==> src/rtl/alu_pipe_if.sv <==
// Handshake and data bundle between the issue logic, alu_pipe and the writeback path.
interface alu_pipe_if #(parameter int WIDTH = 32);
  logic             in_valid;
  logic             in_ready;
  logic [WIDTH-1:0] in_1;
  logic [WIDTH-1:0] in_2;
  logic             in_Mode;
  logic [2:0]       operation;
  logic             out_valid;
  logic             out_ready;
  logic [WIDTH-1:0] Result;
  logic             overflow;
  logic             carry;
  logic             zero;
  logic             ovf_sticky;
  logic             clr_sticky;

  modport master (
    output in_valid, in_1, in_2, in_Mode, operation, out_ready, clr_sticky,
    input  in_ready, out_valid, Result, overflow, carry, zero, ovf_sticky
  );

  modport slave (
    input  in_valid, in_1, in_2, in_Mode, operation, out_ready, clr_sticky,
    output in_ready, out_valid, Result, overflow, carry, zero, ovf_sticky
  );
endinterface

==> src/rtl/alu_pipe.sv <==
// Two-stage pipelined ALU: S1 registers the operand beat, S2 registers result and flags.
module alu_pipe #(
  parameter int WIDTH = 32
) (
  input logic       clk,
  input logic       rst_n,
  alu_pipe_if.slave bus
);
  localparam int               SHW     = $clog2(WIDTH);
  localparam logic [WIDTH-1:0] MAX_SH  = WIDTH'(WIDTH - 1);
  localparam logic [WIDTH-1:0] MIN_NEG = {1'b1, {(WIDTH-1){1'b0}}};

  typedef enum logic [2:0] {
    OP_ADD = 3'b000,
    OP_SUB = 3'b001,
    OP_SLL = 3'b010,
    OP_SRL = 3'b011,
    OP_SRA = 3'b100,
    OP_NEG = 3'b101,
    OP_CMP = 3'b110,
    OP_RSV = 3'b111
  } op_t;

  logic             s1_valid;
  logic [WIDTH-1:0] s1_a;
  logic [WIDTH-1:0] s1_b;
  logic             s1_mode;
  op_t              s1_op;

  logic             adv1;
  logic             adv2;
  logic [WIDTH:0]   sum;
  logic [WIDTH:0]   diff;
  logic [SHW-1:0]   sh;
  logic             sh_big;
  logic             gt;
  logic [WIDTH-1:0] res_c;
  logic             ovf_c;
  logic             cy_c;
  logic             zero_c;

  assign adv2         = !bus.out_valid || bus.out_ready;
  assign adv1         = !s1_valid || adv2;
  assign bus.in_ready = adv1;

  assign sum    = {1'b0, s1_a} + {1'b0, s1_b};
  assign diff   = {1'b0, s1_a} - {1'b0, s1_b};
  assign sh     = s1_b[SHW-1:0];
  assign sh_big = s1_b > MAX_SH;
  assign gt     = s1_mode ? ($signed(s1_a) > $signed(s1_b)) : (s1_a > s1_b);

  always_comb begin
    res_c = '0;
    ovf_c = 1'b0;
    cy_c  = 1'b0;
    case (s1_op)
      OP_ADD: begin
        res_c = sum[WIDTH-1:0];
        cy_c  = sum[WIDTH];
        ovf_c = s1_mode && (s1_a[WIDTH-1] == s1_b[WIDTH-1]) && (sum[WIDTH-1] != s1_a[WIDTH-1]);
      end
      OP_SUB: begin
        res_c = diff[WIDTH-1:0];
        cy_c  = diff[WIDTH];
        ovf_c = s1_mode && (s1_a[WIDTH-1] != s1_b[WIDTH-1]) && (diff[WIDTH-1] != s1_a[WIDTH-1]);
      end
      OP_SLL: res_c = sh_big ? '0 : (s1_a << sh);
      OP_SRL: res_c = sh_big ? '0 : (s1_a >> sh);
      OP_SRA: begin
        // Kept out of a ternary so the shift operand stays signed.
        if (sh_big) res_c = {WIDTH{s1_a[WIDTH-1]}};
        else        res_c = $signed(s1_a) >>> sh;
      end
      OP_NEG: begin
        res_c = '0 - s1_a;
        ovf_c = s1_mode && (s1_a == MIN_NEG);
      end
      OP_CMP: begin
        if (s1_a == s1_b) res_c = WIDTH'(1);
        else if (gt)      res_c = WIDTH'(2);
        else              res_c = WIDTH'(3);
      end
      default: res_c = '0;
    endcase
    // The reserved code reports every flag low, including zero.
    zero_c = (s1_op != OP_RSV) && (res_c == '0);
  end

  always_ff @(posedge clk or negedge rst_n) begin
    if (!rst_n) begin
      s1_valid <= 1'b0;
      s1_a     <= '0;
      s1_b     <= '0;
      s1_mode  <= 1'b0;
      s1_op    <= OP_ADD;
    end else if (adv1) begin
      s1_valid <= bus.in_valid;
      if (bus.in_valid) begin
        s1_a    <= bus.in_1;
        s1_b    <= bus.in_2;
        s1_mode <= bus.in_Mode;
        s1_op   <= op_t'(bus.operation);
      end
    end
  end

  always_ff @(posedge clk or negedge rst_n) begin
    if (!rst_n) begin
      bus.out_valid <= 1'b0;
      bus.Result    <= '0;
      bus.overflow  <= 1'b0;
      bus.carry     <= 1'b0;
      bus.zero      <= 1'b0;
    end else if (adv2) begin
      bus.out_valid <= s1_valid;
      if (s1_valid) begin
        bus.Result   <= res_c;
        bus.overflow <= ovf_c;
        bus.carry    <= cy_c;
        bus.zero     <= zero_c;
      end
    end
  end

  // A transfer carrying overflow takes priority over a coincident clear.
  always_ff @(posedge clk or negedge rst_n) begin
    if (!rst_n)
      bus.ovf_sticky <= 1'b0;
    else if (bus.out_valid && bus.out_ready && bus.overflow)
      bus.ovf_sticky <= 1'b1;
    else if (bus.clr_sticky)
      bus.ovf_sticky <= 1'b0;
  end
endmodule
==> src/flat_wrapper.sv <==
// flat-port wrapper written by rule: the top's interface ports become plain ports
module alu_pipe_flat 
#(
  parameter int WIDTH = 32
)
  (clk, rst_n, bus_in_valid, bus_in_1, bus_in_2, bus_in_Mode, bus_operation, bus_out_ready, bus_clr_sticky, bus_in_ready, bus_out_valid, bus_Result, bus_overflow, bus_carry, bus_zero, bus_ovf_sticky);
  alu_pipe_if #(.WIDTH(WIDTH)) bus_i ();
  input logic clk;
  input logic rst_n;
  input wire logic [$bits(bus_i.in_valid)-1:0] bus_in_valid;
  input wire logic [$bits(bus_i.in_1)-1:0] bus_in_1;
  input wire logic [$bits(bus_i.in_2)-1:0] bus_in_2;
  input wire logic [$bits(bus_i.in_Mode)-1:0] bus_in_Mode;
  input wire logic [$bits(bus_i.operation)-1:0] bus_operation;
  input wire logic [$bits(bus_i.out_ready)-1:0] bus_out_ready;
  input wire logic [$bits(bus_i.clr_sticky)-1:0] bus_clr_sticky;
  output wire logic [$bits(bus_i.in_ready)-1:0] bus_in_ready;
  output wire logic [$bits(bus_i.out_valid)-1:0] bus_out_valid;
  output wire logic [$bits(bus_i.Result)-1:0] bus_Result;
  output wire logic [$bits(bus_i.overflow)-1:0] bus_overflow;
  output wire logic [$bits(bus_i.carry)-1:0] bus_carry;
  output wire logic [$bits(bus_i.zero)-1:0] bus_zero;
  output wire logic [$bits(bus_i.ovf_sticky)-1:0] bus_ovf_sticky;
  assign bus_i.in_valid = bus_in_valid;
  assign bus_i.in_1 = bus_in_1;
  assign bus_i.in_2 = bus_in_2;
  assign bus_i.in_Mode = bus_in_Mode;
  assign bus_i.operation = bus_operation;
  assign bus_i.out_ready = bus_out_ready;
  assign bus_i.clr_sticky = bus_clr_sticky;
  assign bus_in_ready = bus_i.in_ready;
  assign bus_out_valid = bus_i.out_valid;
  assign bus_Result = bus_i.Result;
  assign bus_overflow = bus_i.overflow;
  assign bus_carry = bus_i.carry;
  assign bus_zero = bus_i.zero;
  assign bus_ovf_sticky = bus_i.ovf_sticky;
  alu_pipe #(.WIDTH(WIDTH)) u_core (.clk(clk), .rst_n(rst_n), .bus(bus_i));
endmodule
==> config.mk <==
export PLATFORM = sky130hd
export DESIGN_NAME = alu_pipe_flat
export DESIGN_NICKNAME = d
export VERILOG_FILES = /design/src/rtl/alu_pipe_if.sv /design/src/rtl/alu_pipe.sv /design/src/flat_wrapper.sv
export SDC_FILE = /design/constraint.sdc
export NUM_CORES = 1
export LEC_CHECK = 0
export CAP_MARGIN = 20
export CORE_MARGIN = 2
export CORE_UTILIZATION = 40
export CTS_CLUSTER_SIZE = 12
export DETAILED_ROUTE_END_ITERATION = 6
export HOLD_SLACK_MARGIN = 0.03
export PLACE_DENSITY_LB_ADDON = 0.1
export SKIP_CTS_REPAIR_TIMING = 1
export SLEW_MARGIN = 20
export SYNTH_ARGS = -nofsm -noshare
export SYNTH_HDL_FRONTEND = slang
export SYNTH_SLANG_ARGS = --single-unit
==> constraint.sdc <==
create_clock -name clk -period 5.4 [get_ports clk]
set_input_delay 0.81 -clock clk [delete_from_list [all_inputs] [get_ports clk]]
set_output_delay 0.81 -clock clk [all_outputs]
set_load 0.03 [all_outputs]
==> results of run 1 <==
[per-layer routing]
layer	up-vias	global-route usage [%]	share of wire (%)
li1	6420	-	-
met2	866	55.4	44
met3	124	7.07	9.3
met5	-	0	0.018
met4	2	13.4	4.1
met1	7286	51.1	43
[worst paths after layout]
| path | start | end | slack (ns) | cells after the start |
|---|---|---|---|---|
| max | u_core.s1_b[1] | u_core.bus.zero | 0.83 | 12 |
| min | rst_n | u_core.s1_b[24] | 0.44 | 1 |
| max reg2reg | u_core.s1_b[1] | u_core.bus.zero | 0.83 | 12 |
| min reg2reg | u_core.bus.Result[4] | u_core.bus.Result[4] | 0.48 | 2 |
| max in group asynchronous | rst_n | u_core.s1_a[28] | 3.74 | 2 |
| min in group clk | u_core.bus.Result[4] | u_core.bus.Result[4] | 0.48 | 2 |
[power breakdown]
group / switching [µW] / internal (µW)
registers: 268 / 968
clock network: 350 / 435
logic: 2460 / 1450
total: 3080 / 2850
[logic make-up (layout without fill, tap and decap cells)]
logic type               after synthesis  count (layout)  share of synthesized area [%]
flip-flops                           106             106                           18.9
adder cells (fa/ha/maj)               68              68                           6.18
XOR/XNOR                              43              43                           2.69
AO/OA/AOI/OAI                        468             468                           23.0
multiplexers                         216             216                           21.1
other                                  0               2                              0
AND/OR/NAND/NOR                      554             554                           20.5
buffers and inverters                221             260                           7.65
[area by class of cell]
type                            count  share of cell area (%)
Clock buffer                       11                    1.60
Timing Repair Buffer              176                    10.3
Tap cell                          455                    3.61
Clock inverter                      5                   0.524
Multi-Input combinational cell   1349                    65.5
Sequential cell                   106                    16.9
Antenna cell                        2                  0.0317
Inverter                           68                    1.62
[layout by cell type, fill, tap and decap left out, types with 14 or more instances in the layout]
master,instances
sky130_fd_sc_hd__mux2_2,110
sky130_fd_sc_hd__mux2i_1,55
sky130_fd_sc_hd__xor2_1,17
sky130_fd_sc_hd__o31ai_1,18
sky130_fd_sc_hd__nor3_1,50
sky130_fd_sc_hd__nand2b_1,21
sky130_fd_sc_hd__inv_1,66
sky130_fd_sc_hd__nand3_1,35
sky130_fd_sc_hd__mux4_2,43
sky130_fd_sc_hd__o21ai_0,89
sky130_fd_sc_hd__o211ai_1,29
sky130_fd_sc_hd__nor4_1,35
sky130_fd_sc_hd__or3_1,16
sky130_fd_sc_hd__xnor2_1,26
sky130_fd_sc_hd__a21oi_1,103
sky130_fd_sc_hd__o22ai_1,15
sky130_fd_sc_hd__nand4_1,19
sky130_fd_sc_hd__nand2_1,139
sky130_fd_sc_hd__nor2_1,121
sky130_fd_sc_hd__nor2b_1,24
sky130_fd_sc_hd__clkdlybuf4s50_1,109
sky130_fd_sc_hd__a22oi_1,15
sky130_fd_sc_hd__buf_4,65
sky130_fd_sc_hd__a211oi_1,16
sky130_fd_sc_hd__dfrtp_1,103
sky130_fd_sc_hd__ha_1,66
sky130_fd_sc_hd__a21o_1,14
[flip-flops by register name (all words and copies together), names as in the netlist]
register / cells
u_core.bus.Result: 32
u_core.s1_a: 32
u_core.s1_b: 32
u_core.s1_op: 3
u_core.bus.carry: 1
u_core.bus.out_valid: 1
u_core.bus.overflow: 1
u_core.bus.ovf_sticky: 1
u_core.bus.zero: 1
u_core.s1_mode: 1
u_core.s1_valid: 1
[stage by stage]
| step | area [µm²] | power (µW) | hold slack, ns | util [%] |
|---|---|---|---|---|
| 2_1_floorplan | 14000 | 3640 | 0.480 | - |
| 3_3_place_gp | 15400 | 5060 | 0.466 | 44.6 |
| 3_5_place_dp | 15400 | 5030 | 0.473 | 44.6 |
| 4_1_cts | 15800 | 5840 | 0.469 | 45.6 |
| 5_1_grt | 15800 | 6200 | 0.508 | 45.6 |
| 6_report | 15800 | 5930 | 0.442 | 45.6 |
==> summary.md, run 1 <==
| Metric | Value |
|---|---|
| Number of fillers in the final layout | 3499 |
| Die footprint | 36500 µm² |
| Sequential Area | 2660 µm² |
| Pin count of the biggest net entering global routing | 89 |
| Cts bufs inserted | 9 |
| Most frequent cell after synthesis | sky130_fd_sc_hd__nand2_1 |
| Number of buffers inserted by port buffering | 110 |
| Actual slew at the worst max-slew pin | 1.11 ns |
| H-tree depth | 3 |
| Area share of the largest cell type after synthesis | 18.9% |
| HPWL after detailed placement | 52.4 mm |
| Starting Density | 40.6% |
| Area growth from synthesis to layout | 12.5% |
| Required time of the critical path | 5.74 ns |
| Crit path time final | 4.57 ns |
| Remaining DRCs | 0 |
| Number of iterations in the first detailed-routing pass | 5 |
| PwrDens | 376 nW/µm² |
| Count of unique library cells instantiated by Yosys | 103 |
| Fmax | 0.219 GHz |
| Critical Path Sink Type | register |
| Worst setup path category | register to register |
| Maximum cell stage delay along the critical path | 0.71 ns |
| Post-synthesis async set-or-reset flop share | 100% |
| Final estimated routing congestion in global placement | 1.01 |
| Chain of cells forming the critical path | buf_12, mux4_2, nand2_1, a21bo_2, a311oi_1, nor2_1, a211o_1, nor4b_1, and4_1, nor4bb_1, and2_1, a32o_1 |
| Via/cell ratio | 6.77 |
| Dpl ws | 0.897 ns |
| Slowest stage cell, crit path | sky130_fd_sc_hd__nor4b_1 |
| Area of combinational cells with multiple inputs | 10300 µm² |
| Filler-free cell count of the finished design | 2172 |
| Synthesized area divided by synthesized cell count | 8.36 µm² |
| Cell Count Post-Placement | 2154 |
| Maximum count of clock buffers along a single path | 2 |
| Via count of the first global-routing pass | 13700 |
| Fraction of layout instances using a drive strength above 1 | 17.0% |
| Total Negative Setup Slacks | 0 ns |
| Number of placement rows | 68 |
| Worst vdd rail ir drop | 0.000219 V |
| Status | finished clean |
| Count of routing violations after the opening detailed-route iteration | 2053 |
| Worst slew slack as a fraction of its limit | 25.9% |
| Cells after synthesis | 1676 |
| Tcrit/Tclk final | 84.7% |
| Number of buffer and inverter stages on the critical path | 1 |
| Clock latency at the later pin of the worst-skew pair | 0.39 ns |
| Net count after synthesis | 1817 |
| Cell chosen for the clock root | sky130_fd_sc_hd__clkbuf_16 |
| Clock tree from TritonCTS | yes |
| Final-report max-slew violation count | 0 |
| Number of nets in the finished design | 1851 |
| Antenna violations before repair | 2 |
| Sort of element at the start of the critical path | register |
| DIE WIDTH | 191 µm |
| Sum of overflow across all layers after global routing | 0 |
| Leading cell types by count after synthesis | sky130_fd_sc_hd__nand2_1, sky130_fd_sc_hd__nor2_1, sky130_fd_sc_hd__mux2_2, sky130_fd_sc_hd__dfrtp_1, sky130_fd_sc_hd__a21oi_1 |
| # clock sinks | 106 |
| Via count | 14700 |
| Cell type group with the largest total delay on the critical path | simple AND/OR/NAND/NOR gates |
| Leakage | 0.00610 µW |
| Number of violations of the max-capacitance limit | 0 |
| Total Routed Length | 66.9 mm |
| Cell taking the most area after synthesis | sky130_fd_sc_hd__dfrtp_1 |
| Most used DFF post-synth | sky130_fd_sc_hd__dfrtp_1 |
| Largest fanout of any net on the critical path | 88 |
| First-pass GRT wire length | 96.8 mm |
| Post-CTS clock slew at the launch and capture registers of the worst setup and hold paths | 0.09 ns |
| Number of top-level design ports | 111 |
| Top area cells in the synthesized netlist | sky130_fd_sc_hd__dfrtp_1, sky130_fd_sc_hd__mux2_2, sky130_fd_sc_hd__mux4_2, sky130_fd_sc_hd__ha_1, sky130_fd_sc_hd__mux2i_1 |
| Total routing usage reported by global routing | 36.5% |
| Register area share after synthesis | 18.9% |
| Hold Vio Cnt, Final | 0 |
| Number of enable-type register cells in the synthesized netlist | 0 |
| RSZ-0062 raised after global routing | no |
| Die H | 191 µm |
| Worst path setup slack after routing | 0.826 ns |
| Worst Clk Skew | 0.0188 ns |
| Std-Cell Core Area | 34500 µm² |
| Arrival time at the worst endpoint | 4.91 ns |
| Yosys warnings | 0 |
| Detail Route Antenna Nets | 0 |
| Class of the tightest hold or removal check | input pin to async pin |
| Number of flip-flops and latches in the synthesized netlist | 106 |
| WL/cell | 30.8 µm |
| Post-synthesis instance area | 14000 µm² |
| Number of setup violations in the final report | 0 |
Power figures use the tool's default switching activity.
==> run 2: changes to the inputs <==
==> constraint.sdc (replaced) <==
create_clock -name clk -period 4.1 [get_ports clk]
set_input_delay 0.615 -clock clk [delete_from_list [all_inputs] [get_ports clk]]
set_output_delay 0.615 -clock clk [all_outputs]
set_load 0.03 [all_outputs]
==> run 2 against run 1 <==
Against the previous run: clock-buffer cell count shrank 1; final area is 8.1% higher; clock skew fell by 0.0066 ns; cell count rose by 6.9%; largest power group unchanged.
==> summary.md, run 2 (synthesis results as in run 1) <==
| Metric | Value |
|---|---|
| Status | finished clean |
| Most numerous cell on the critical path | sky130_fd_sc_hd__nand4_1 |
| Cell chosen for the clock root | sky130_fd_sc_hd__clkbuf_16 |
| Filler-free cell count of the finished design | 2321 |
| Tcrit/Tclk final | 96.7% |
| Number of iterations in the first detailed-routing pass | 6 |
| Via count of the first global-routing pass | 14300 |
| # clock sinks | 106 |
| Number of buffers inserted by port buffering | 110 |
| Class of the tightest hold or removal check | input pin to async pin |
| Final-report max-slew violation count | 0 |
| Number of top-level design ports | 111 |
| End of the worst register-to-register path | u_core.bus.zero |
| Worst slew slack as a fraction of its limit | 33.0% |
| Area of combinational cells with multiple inputs | 10500 µm² |
| Number of buffer and inverter stages on the critical path | 0 |
| DIE WIDTH | 191 µm |
| Number of setup violations in the final report | 0 |
| PwrDens | 479 nW/µm² |
| Sequential Area | 2660 µm² |
| Via/cell ratio | 6.50 |
| HPWL after detailed placement | 53.4 mm |
| Post-Route Utilization | 49.4% |
| Number of fillers in the final layout | 3425 |
| Worst r2r path cells | 12 |
| Number of violations of the max-capacitance limit | 0 |
| Via count | 15100 |
| WL/cell | 28.7 µm |
| Reg2reg setup slack | 0.14 ns |
| Chain of cells forming the critical path | ha_1, nand4_1, or3_1, nor2_1, nand3_1, a211o_1, nor4b_2, and3_1, nand4_1, nor4_1, and2_1, a32o_1 |
| Final design area excluding fillers | 17000 µm² |
| Antenna violations before repair | 3 |
| Final estimated routing congestion in global placement | 1.02 |
| Sum of overflow across all layers after global routing | 0 |
| Power, Total | 8170 µW |
| Detail Route Antenna Nets | 0 |
| Cell area reported after detailed placement | 16600 µm² |
| Total Routed Length | 66.6 mm |
| Pin count of the biggest net entering global routing | 62 |
| Crit path time final | 3.96 ns |
| Sort of element at the start of the critical path | register |
| Cts bufs inserted | 9 |
| Largest registers ranked by flip-flop count | u_core.bus.Result x32, u_core.s1_a x32, u_core.s1_b x32 |
| H-tree depth | 3 |
| Hold Vio Cnt, Final | 0 |
| Reg-to-reg critical path startpoint | u_core.s1_a[21] |
| Number of nets in the finished design | 2000 |
| Total Negative Setup Slacks | 0 ns |
| Commonest cells after routing, fill and taps aside | sky130_fd_sc_hd__buf_4, sky130_fd_sc_hd__nand2_1, sky130_fd_sc_hd__nor2_1 |
| Starting Density | 40.6% |
| Most common cell after layout, fill and taps aside | sky130_fd_sc_hd__buf_4 |
| Clock tree from TritonCTS | yes |
| Cell type group with the largest total delay on the critical path | simple AND/OR/NAND/NOR gates |
| Cell Count Post-Placement | 2301 |
| RSZ-0062 raised after global routing | no |
| Post-CTS clock slew at the launch and capture registers of the worst setup and hold paths | 0.09 ns |
| Largest fanout of any net on the critical path | 8 |
| First-pass GRT wire length | 97.5 mm |
| Maximum cell stage delay along the critical path | 0.57 ns |
| Remaining DRCs | 0 |
| Std-Cell Core Area | 34500 µm² |
| Clock latency at the later pin of the worst-skew pair | 0.39 ns |
| Actual slew at the worst max-slew pin | 0.980 ns |
| Leakage | 0.00685 µW |
| Critical Path Sink Type | register |
| Maximum count of clock buffers along a single path | 2 |
| Worst setup path category | register to register |
| Count of routing violations after the opening detailed-route iteration | 1890 |
| Worst vdd rail ir drop | 0.000401 V |
| Total routing usage reported by global routing | 36.4% |
| Die footprint | 36500 µm² |
| Required time of the critical path | 4.43 ns |
| Fmax | 0.252 GHz |
| Number of placement rows | 68 |
| Area growth from synthesis to layout | 21.6% |
| Slowest stage cell, crit path | sky130_fd_sc_hd__dfrtp_1 |
| Fraction of layout instances using a drive strength above 1 | 25.0% |
| Arrival time at the worst endpoint | 4.30 ns |
| Die H | 191 µm |
| Worst Clk Skew | 0.0122 ns |
## run 2: power breakdown
part	internal, µW	leakage (µW)	total [µW]	switching (µW)
clock network	443	0.000145	907	464
registers	1280	0.00128	1540	262
logic	2310	0.00542	5720	3410
## run 2: routing by layer
metal,track usage [%],part of all wire [%]
met1,49.7,43
met2,56.9,44
met3,7.67,8.7
met4,12.8,4.0
met5,0,0
## run 2: worst max path at each step
| stage | start | endpoint | slack, ns | depth (start not counted) |
|---|---|---|---|---|
| 3_5_place_dp | u_core.s1_a[28] | u_core.bus.zero | -0.05 | 11 |
| 3_3_place_gp | u_core.s1_b[12] | u_core.bus.zero | -0.15 | 16 |
| 5_1_grt | u_core.s1_b[10] | u_core.bus.zero | 0.01 | 17 |
| 4_1_cts | u_core.s1_b[1] | u_core.bus.zero | -0.07 | 14 |
| 2_1_floorplan | u_core.s1_b[3] | u_core.bus.zero | 0.004 | 19 |
| 6_report | u_core.s1_a[21] | u_core.bus.zero | 0.14 | 12 |
## run 2: final cells by class
type	count	area share, %
Inverter	68	1.50
Multi-Input combinational cell	1349	61.4
Clock buffer	10	1.40
Sequential cell	106	15.6
Timing Repair Buffer	325	16.4
Antenna cell	2	0.0294
Tap cell	455	3.34
Clock inverter	6	0.352
## run 2: per-stage QoR
step	worst slack, ns	hold slack, ns
after detailed placement	-0.0504	0.471
after global placement	-0.150	0.463
final	0.136	0.0613
after floorplan	0.00390	0.319
after global routing	0.0109	0.0650
after CTS	-0.0732	0.0533
